## src/rtl/keypad_pkg.sv

```systemverilog
// Shared types, constants and small decode helpers for the 4x4 keypad scanner.
package keypad_pkg;

  typedef enum logic [1:0] {
    SCAN,
    DEB,
    HELD
  } state_t;

  localparam int         KEY_W         = 4;
  localparam int         KEY_DIGIT_MAX = 9;
  localparam logic [3:0] COL_RESET     = 4'b1110;

  // Number of active-low lines in a 4-bit pattern.
  function automatic logic [2:0] low_count(input logic [3:0] v);
    logic [2:0] n;
    n = '0;
    for (int i = 0; i < 4; i++) begin
      if (!v[i]) n = n + 3'd1;
    end
    return n;
  endfunction

  // Position of the lowest active-low line; meaningful only when exactly one is low.
  function automatic logic [1:0] low_index(input logic [3:0] v);
    logic [1:0] idx;
    idx = '0;
    for (int i = 3; i >= 0; i--) begin
      if (!v[i]) idx = 2'(i);
    end
    return idx;
  endfunction

  // Digit keys are 0..9, everything above is a command key.
  function automatic logic is_digit(input logic [KEY_W-1:0] k);
    return k <= KEY_W'(KEY_DIGIT_MAX);
  endfunction

endpackage

```

## src/rtl/keypad_scanner_if.sv

```systemverilog
// Producer-side key code interface: one code per accepted press with a 1-cycle strobe.
interface keypad_scanner_if;
  import keypad_pkg::*;

  logic [KEY_W-1:0] key;
  logic             key_vld;
  logic             key_held;

  modport master (output key, key_vld, key_held);
  modport slave  (input  key, key_vld, key_held);

endinterface

```

## src/rtl/keypad_row_sync.sv

```systemverilog
// Two-flop synchronizer for the asynchronous keypad row lines; 2-cycle latency, idles high.
module keypad_row_sync (
  input  logic       clk,
  input  logic       rst,
  input  logic [3:0] row,
  output logic [3:0] rs
);

  logic [3:0] meta;

  always_ff @(posedge clk) begin
    if (rst) begin
      meta <= 4'hF;
      rs   <= 4'hF;
    end else begin
      meta <= row;
      rs   <= meta;
    end
  end

endmodule

```

## src/rtl/keypad_scanner.sv

```systemverilog
// 4x4 active-low keypad scanner with debounce; strobe <= (4+DEBOUNCE)*SCAN_DIV+3 cycles after press.
// No backpressure: key_vld is a one-cycle strobe. KEYPAD_AUTOREPEAT_EN adds repeat strobes while held.
module keypad_scanner
  import keypad_pkg::*;
#(
  parameter int SCAN_DIV = 4,
  parameter int DEBOUNCE = 3,
  parameter int REPEAT   = 5
) (
  input  logic                     clk,
  input  logic                     rst,
  input  logic [3:0]               row,
  output logic [3:0]               col,
  keypad_scanner_if.master         kif
);

  if (SCAN_DIV < 3) begin : g_bad_scan_div
    $error("keypad_scanner: SCAN_DIV must be 3 or more");
  end
  if (DEBOUNCE < 1) begin : g_bad_debounce
    $error("keypad_scanner: DEBOUNCE must be 1 or more");
  end
  if (REPEAT < 1) begin : g_bad_repeat
    $error("keypad_scanner: REPEAT must be 1 or more");
  end

  localparam int            CW         = $clog2(SCAN_DIV);
  localparam int            DW         = $clog2(DEBOUNCE + 1);
  localparam logic [CW-1:0] DWELL_LAST = CW'(SCAN_DIV - 1);
  localparam logic [DW-1:0] DEB_N      = DW'(DEBOUNCE);

  logic [3:0]       rs;
  state_t           state;
  logic [CW-1:0]    dwell;
  logic [3:0]       pat;
  logic [KEY_W-1:0] code;
  logic [DW-1:0]    match_cnt;
  logic [DW-1:0]    rel_cnt;
  logic [KEY_W-1:0] key_r;
  logic             key_vld_r;
  logic             key_held_r;

`ifdef KEYPAD_AUTOREPEAT_EN
  localparam int            RW    = $clog2(REPEAT + 1);
  localparam logic [RW-1:0] REP_N = RW'(REPEAT);
  logic [RW-1:0]            rep_cnt;
`endif

  logic             sample;
  logic [2:0]       nlow;
  logic [KEY_W-1:0] code_now;
  logic [3:0]       col_next;

  keypad_row_sync u_row_sync (
    .clk (clk),
    .rst (rst),
    .row (row),
    .rs  (rs)
  );

  assign sample   = (dwell == DWELL_LAST);
  assign nlow     = low_count(rs);
  assign code_now = {low_index(rs), low_index(col)};
  assign col_next = {col[2:0], col[3]};

  always_ff @(posedge clk) begin
    if (rst) begin
      state      <= SCAN;
      dwell      <= '0;
      col        <= COL_RESET;
      pat        <= 4'hF;
      code       <= '0;
      match_cnt  <= '0;
      rel_cnt    <= '0;
      key_r      <= '0;
      key_vld_r  <= 1'b0;
      key_held_r <= 1'b0;
`ifdef KEYPAD_AUTOREPEAT_EN
      rep_cnt    <= '0;
`endif
    end else begin
      key_vld_r <= 1'b0;
      dwell     <= sample ? '0 : dwell + CW'(1);

      if (sample) begin
        case (state)
          SCAN: begin
            // Ghosted (multi-row) samples are treated like an idle column.
            if (nlow == 3'd1) begin
              pat       <= rs;
              code      <= code_now;
              match_cnt <= DW'(1);
              if (DEBOUNCE == 1) begin
                key_r      <= code_now;
                key_vld_r  <= 1'b1;
                key_held_r <= 1'b1;
                rel_cnt    <= '0;
                state      <= HELD;
`ifdef KEYPAD_AUTOREPEAT_EN
                rep_cnt    <= '0;
`endif
              end else begin
                state <= DEB;
              end
            end else begin
              col <= col_next;
            end
          end

          DEB: begin
            if (rs == pat) begin
              match_cnt <= match_cnt + DW'(1);
              if (match_cnt + DW'(1) == DEB_N) begin
                key_r      <= code;
                key_vld_r  <= 1'b1;
                key_held_r <= 1'b1;
                rel_cnt    <= '0;
                state      <= HELD;
`ifdef KEYPAD_AUTOREPEAT_EN
                rep_cnt    <= '0;
`endif
              end
            end else begin
              match_cnt <= '0;
              col       <= col_next;
              state     <= SCAN;
            end
          end

          HELD: begin
            // Release needs DEBOUNCE consecutive idle samples; any activity restarts the count.
            if (rs == 4'hF) begin
              if (rel_cnt + DW'(1) == DEB_N) begin
                rel_cnt    <= '0;
                key_held_r <= 1'b0;
                col        <= col_next;
                state      <= SCAN;
              end else begin
                rel_cnt <= rel_cnt + DW'(1);
              end
            end else begin
              rel_cnt <= '0;
            end
`ifdef KEYPAD_AUTOREPEAT_EN
            if (rs == pat) begin
              if (rep_cnt + RW'(1) == REP_N) begin
                rep_cnt   <= '0;
                key_vld_r <= 1'b1;
              end else begin
                rep_cnt <= rep_cnt + RW'(1);
              end
            end else begin
              rep_cnt <= '0;
            end
`endif
          end

          default: state <= SCAN;
        endcase
      end
    end
  end

  assign kif.key      = key_r;
  assign kif.key_vld  = key_vld_r;
  assign kif.key_held = key_held_r;

endmodule

```

## src/flat_wrapper.sv

```systemverilog
// flat-port wrapper written by rule: the top's interface ports become plain ports
module keypad_scanner_flat import keypad_pkg::*;
#(
  parameter int SCAN_DIV = 4,
  parameter int DEBOUNCE = 3,
  parameter int REPEAT   = 5
)
  (clk, rst, row, col, kif_key, kif_key_vld, kif_key_held);
  keypad_scanner_if kif_i ();
  input  logic clk;
  input  logic rst;
  input  logic [3:0] row;
  output logic [3:0] col;
  output wire logic [$bits(kif_i.key)-1:0] kif_key;
  output wire logic [$bits(kif_i.key_vld)-1:0] kif_key_vld;
  output wire logic [$bits(kif_i.key_held)-1:0] kif_key_held;
  assign kif_key = kif_i.key;
  assign kif_key_vld = kif_i.key_vld;
  assign kif_key_held = kif_i.key_held;
  keypad_scanner #(.SCAN_DIV(SCAN_DIV), .DEBOUNCE(DEBOUNCE), .REPEAT(REPEAT)) u_core (.clk(clk), .rst(rst), .row(row), .col(col), .kif(kif_i));
endmodule
```

## config.mk

```make
export PLATFORM = sky130hd
export DESIGN_NAME = keypad_scanner_flat
export DESIGN_NICKNAME = d
export VERILOG_FILES = /design/src/rtl/keypad_pkg.sv /design/src/rtl/keypad_scanner_if.sv /design/src/rtl/keypad_row_sync.sv /design/src/rtl/keypad_scanner.sv /design/src/flat_wrapper.sv
export SDC_FILE = /design/constraint.sdc
export NUM_CORES = 1
export LEC_CHECK = 0
export ABC_AREA = 1
export BUFFER_PORTS_ARGS = -buffer_cell sky130_fd_sc_hd__buf_2
export CAP_MARGIN = 20
export CORE_MARGIN = 2
export CORE_UTILIZATION = 50
export DETAILED_ROUTE_END_ITERATION = 10
export PLACE_DENSITY = 0.72
export SKIP_CTS_REPAIR_TIMING = 1
export SYNTH_ARGS = -nofsm -noshare
export SYNTH_HDL_FRONTEND = slang
export SYNTH_SLANG_ARGS = --single-unit
```

## constraint.sdc

```tcl
create_clock -name clk -period 2.2 [get_ports clk]
set_input_delay 0.22 -clock clk [delete_from_list [all_inputs] [get_ports clk]]
set_output_delay 0.22 -clock clk [all_outputs]
set_load 0.005 [all_outputs]
```

==> results.ini <==
[timing]
setup_viol = 0
timing.hold.ws_ns = 0.0359
hold_viol = 0
maxSlewViolCount = 0
slew_headroom_pct = 68.1
skew_ns = 0.0139
period_minus_slack_ns = 2.03
max_freq_mhz = 492
layout_setup_ws_ns = 0.167
min_period_over_period_pct = 92.4
worstMarginPinSlew_ns = 0.479

[job]
cap_violations = 0

[global_route]
grt_pass1_wl_mm = 5.77
grt_overflow = 0
met3_usage_pct = 4.86
grt_start_max_net_pins = 22
antenna_found_initial = 0
busiest_layer = met2
globalRouteMet1Util_pct = 24.1
met2_usage_pct = 28.9
grt.total_usage_pct = 18.4
first_global_vias = 1321

[logic_synthesis]
ys_ff_latch = 34
netlist.area_leader.share_pct = 39.6
yosysSeqAreaShare_pct = 39.6
async_reset_ff_share_pct = 0
synth_nets = 244
ys_types = 31
synthTopCellsByArea = dfxtp_1 (40%), nand2_1 (12%), ha_1 (6.5%)
synth_cells = 229
yosysTopAreaCell = dfxtp_1
yosys_warnings = 0
synth_enable_flop_cells = 0
ys.flop_type = dfxtp_1
synth_area_um2 = 1720
syn_avg_cell_area_um2 = 7.51

[route]
ant_nets = 0
vias = 1461
vias_per_cell = 4.90
wl_per_cell_um = 11.3
drcViolationCount = 0
first_pass_iters = 4
wirelength_mm = 3.37
drt_iter0_drc = 50

[setup_path]
endpoint_kind = flip-flop
startpoint_type = flip-flop
timing.rr.end = u_core.match_cnt[1]
path_max_fanout = 5
crit_path_end = u_core.match_cnt[1]
arrival_ns = 2.33
crit_type = flip-flop to flip-flop
r2r_cells = 15
cp-startpoint = u_core.u_row_sync.rs[1]
reg2reg_from = u_core.u_row_sync.rs[1]
worstPathRequired_ns = 2.50
reg2reg_slack_ns = 0.17

[power]
p_int_mw = 0.931
power.density_nw_per_um2 = 636
ir_drop_uv = 435
swShare_pct = 26.9
clockPowerShare_pct = 36.9
switchingPower_mw = 0.343
power_frac_comb_pct = 12.0
leakage_nw = 0.926
seqPwrFrac_pct = 51.0

[clock_tree]
clk_pin_slew_worst_paths_ns = 0.12
clockBufferDepth = 2
clock_sinks = 34
cts_tree = built
numCtsBuffers = 5
cts.root.buffer_cell = clkbuf_4
clkLatencyLatePin_ns = 0.35
htree_levels = 2

[die]
start_util_pct = 52.0
die_width_um = 62.7
dieArea_um2 = 3930
rows = 21
core_area_um2 = 3310
die-height_um = 62.7
io_pins = 16

[place]
io_buffer_count = 15
dp_hpwl_mm = 2.34
placed_area_um2 = 1850
globalplace.congestion = 0.855
pre_cts_ws_ns = -0.0157

[finish]
drive_above_1_share_pct = 27.8
layout.nets = 266
syn_to_final_growth_pct = 16.5
design_area_um2 = 2000
fillers = 324
num_antenna_cells = 0

[outcome]
status = finished clean

[worst_hold_path]
hold_class = input pin to flip-flop

layer usage:
metal	vias to the layer above	share of wire [%]
li1	771	-
met1	655	50
met2	30	44
met3	5	4.8
met4	0	1.5
met5	-	0
synth_stat cells (2+ instances only):
cell,n
nor4_1,2
o21ai_1,2
nor3_1,2
inv_2,5
nor2_2,2
clkbuf_1,3
nor2_4,2
nand3b_1,2
a21oi_1,11
nand2_1,56
nor2_1,20
nand2_2,7
nand3_1,10
o21ai_0,7
or2_2,8
inv_1,27
ha_1,9
nand4_1,3
dfxtp_1,34
o211ai_1,2
nand3_2,5
state kept, by name, indices dropped and copies added (netlist names):
signal                  cells
u_core.match_cnt            2
u_core.state                2
u_core.kif.key_held         1
u_core.code                 4
u_core.rel_cnt              2
u_core.kif.key              4
u_core.u_row_sync.rs        4
u_core.dwell                2
u_core.u_row_sync.meta      4
u_core.pat                  4
u_core.kif.key_vld          1
u_core.col                  4
power groups by stage:
stage	clock network, mW	logic (mW)	registers [mW]
2_1_floorplan	0	0.108	0.662
3_3_place_gp	0	0.137	0.664
3_5_place_dp	0	0.141	0.665
4_1_cts	0.475	0.141	0.651
5_1_grt	0.504	0.175	0.653
6_report	0.471	0.153	0.651
how the worst min path moves through the flow:
stage / startpoint / endpoint / slack [ns] / depth (start not counted)
floorplan: row[0] / u_core.u_row_sync.meta[0] / 0.32 / 1
global route: row[0] / u_core.u_row_sync.meta[0] / 0.02 / 2
CTS: row[0] / u_core.u_row_sync.meta[0] / 0.03 / 2
finish: row[0] / u_core.u_row_sync.meta[0] / 0.04 / 2
global placement: u_core.u_row_sync.meta[3] / u_core.u_row_sync.rs[3] / 0.39 / 1
detailed placement: u_core.u_row_sync.meta[2] / u_core.u_row_sync.rs[2] / 0.39 / 1
cell type report:
class	instances	area (µm²)	share of cell area, %
Multi-Input combinational cell	158	951	47.4
Tap cell	46	57.6	2.87
Sequential cell	34	684	34.1
Inverter	33	124	6.18
Clock buffer	5	37.5	1.87
Clock inverter	3	45.0	2.25
Timing Repair Buffer	19	105	5.24
placed cells by master, fill, tap and decap left out, types with 2 or more instances in the layout:
cell	count
or2_2	8
nand3b_1	2
buf_4	4
ha_1	7
nor2_1	19
nand3_1	8
dfxtp_1	33
inv_1	26
clkbuf_4	5
o211ai_1	2
o21ai_1	3
nand2_1	55
buf_2	15
ha_4	2
a21oi_1	11
nand3_2	7
nand4_1	3
nor3_1	2
nand2_2	7
nand2_4	2
inv_2	6
nor4_1	2
nor2_2	2
o21ai_0	6
clkinvlp_4	2
nor2_4	3
through the flow:
stage / setup TNS (ns) / utilization (%) / std cells / total power [mW]
after CTS: -0.119 / 58.3 / 296 / 1.27
final: 0 / 60.5 / 298 / 1.27
after global placement: 0 / 55.8 / 288 / 0.802
after global routing: -0.0428 / 60.5 / 298 / 1.33
after floorplan: 0 / - / 229 / 0.770
after detailed placement: -0.0262 / 55.8 / 288 / 0.805
cells by family after synthesis:
group,count (synthesis),share of synthesized area (%)
buffers and inverters,38,8.80
flip-flops,34,39.6
AO/OA/AOI/OAI,25,8.58
adder cells (fa/ha/maj),9,6.55
AND/OR/NAND/NOR,123,36.5
worst max-delay path: stages, from the launching register on:
cell	delay, ns
dfxtp_1	0.38
inv_2	0.06
ha_4	0.27
inv_1	0.05
nand2_2	0.08
nand2_2	0.08
ha_4	0.24
nor2_2	0.12
nand3_2	0.10
nand2_4	0.10
nand2_1	0.07
nand2_2	0.12
nand3_2	0.08
nand2_1	0.09
inv_1	0.04
nor2_1	0.09
Power figures use the tool's default switching activity.
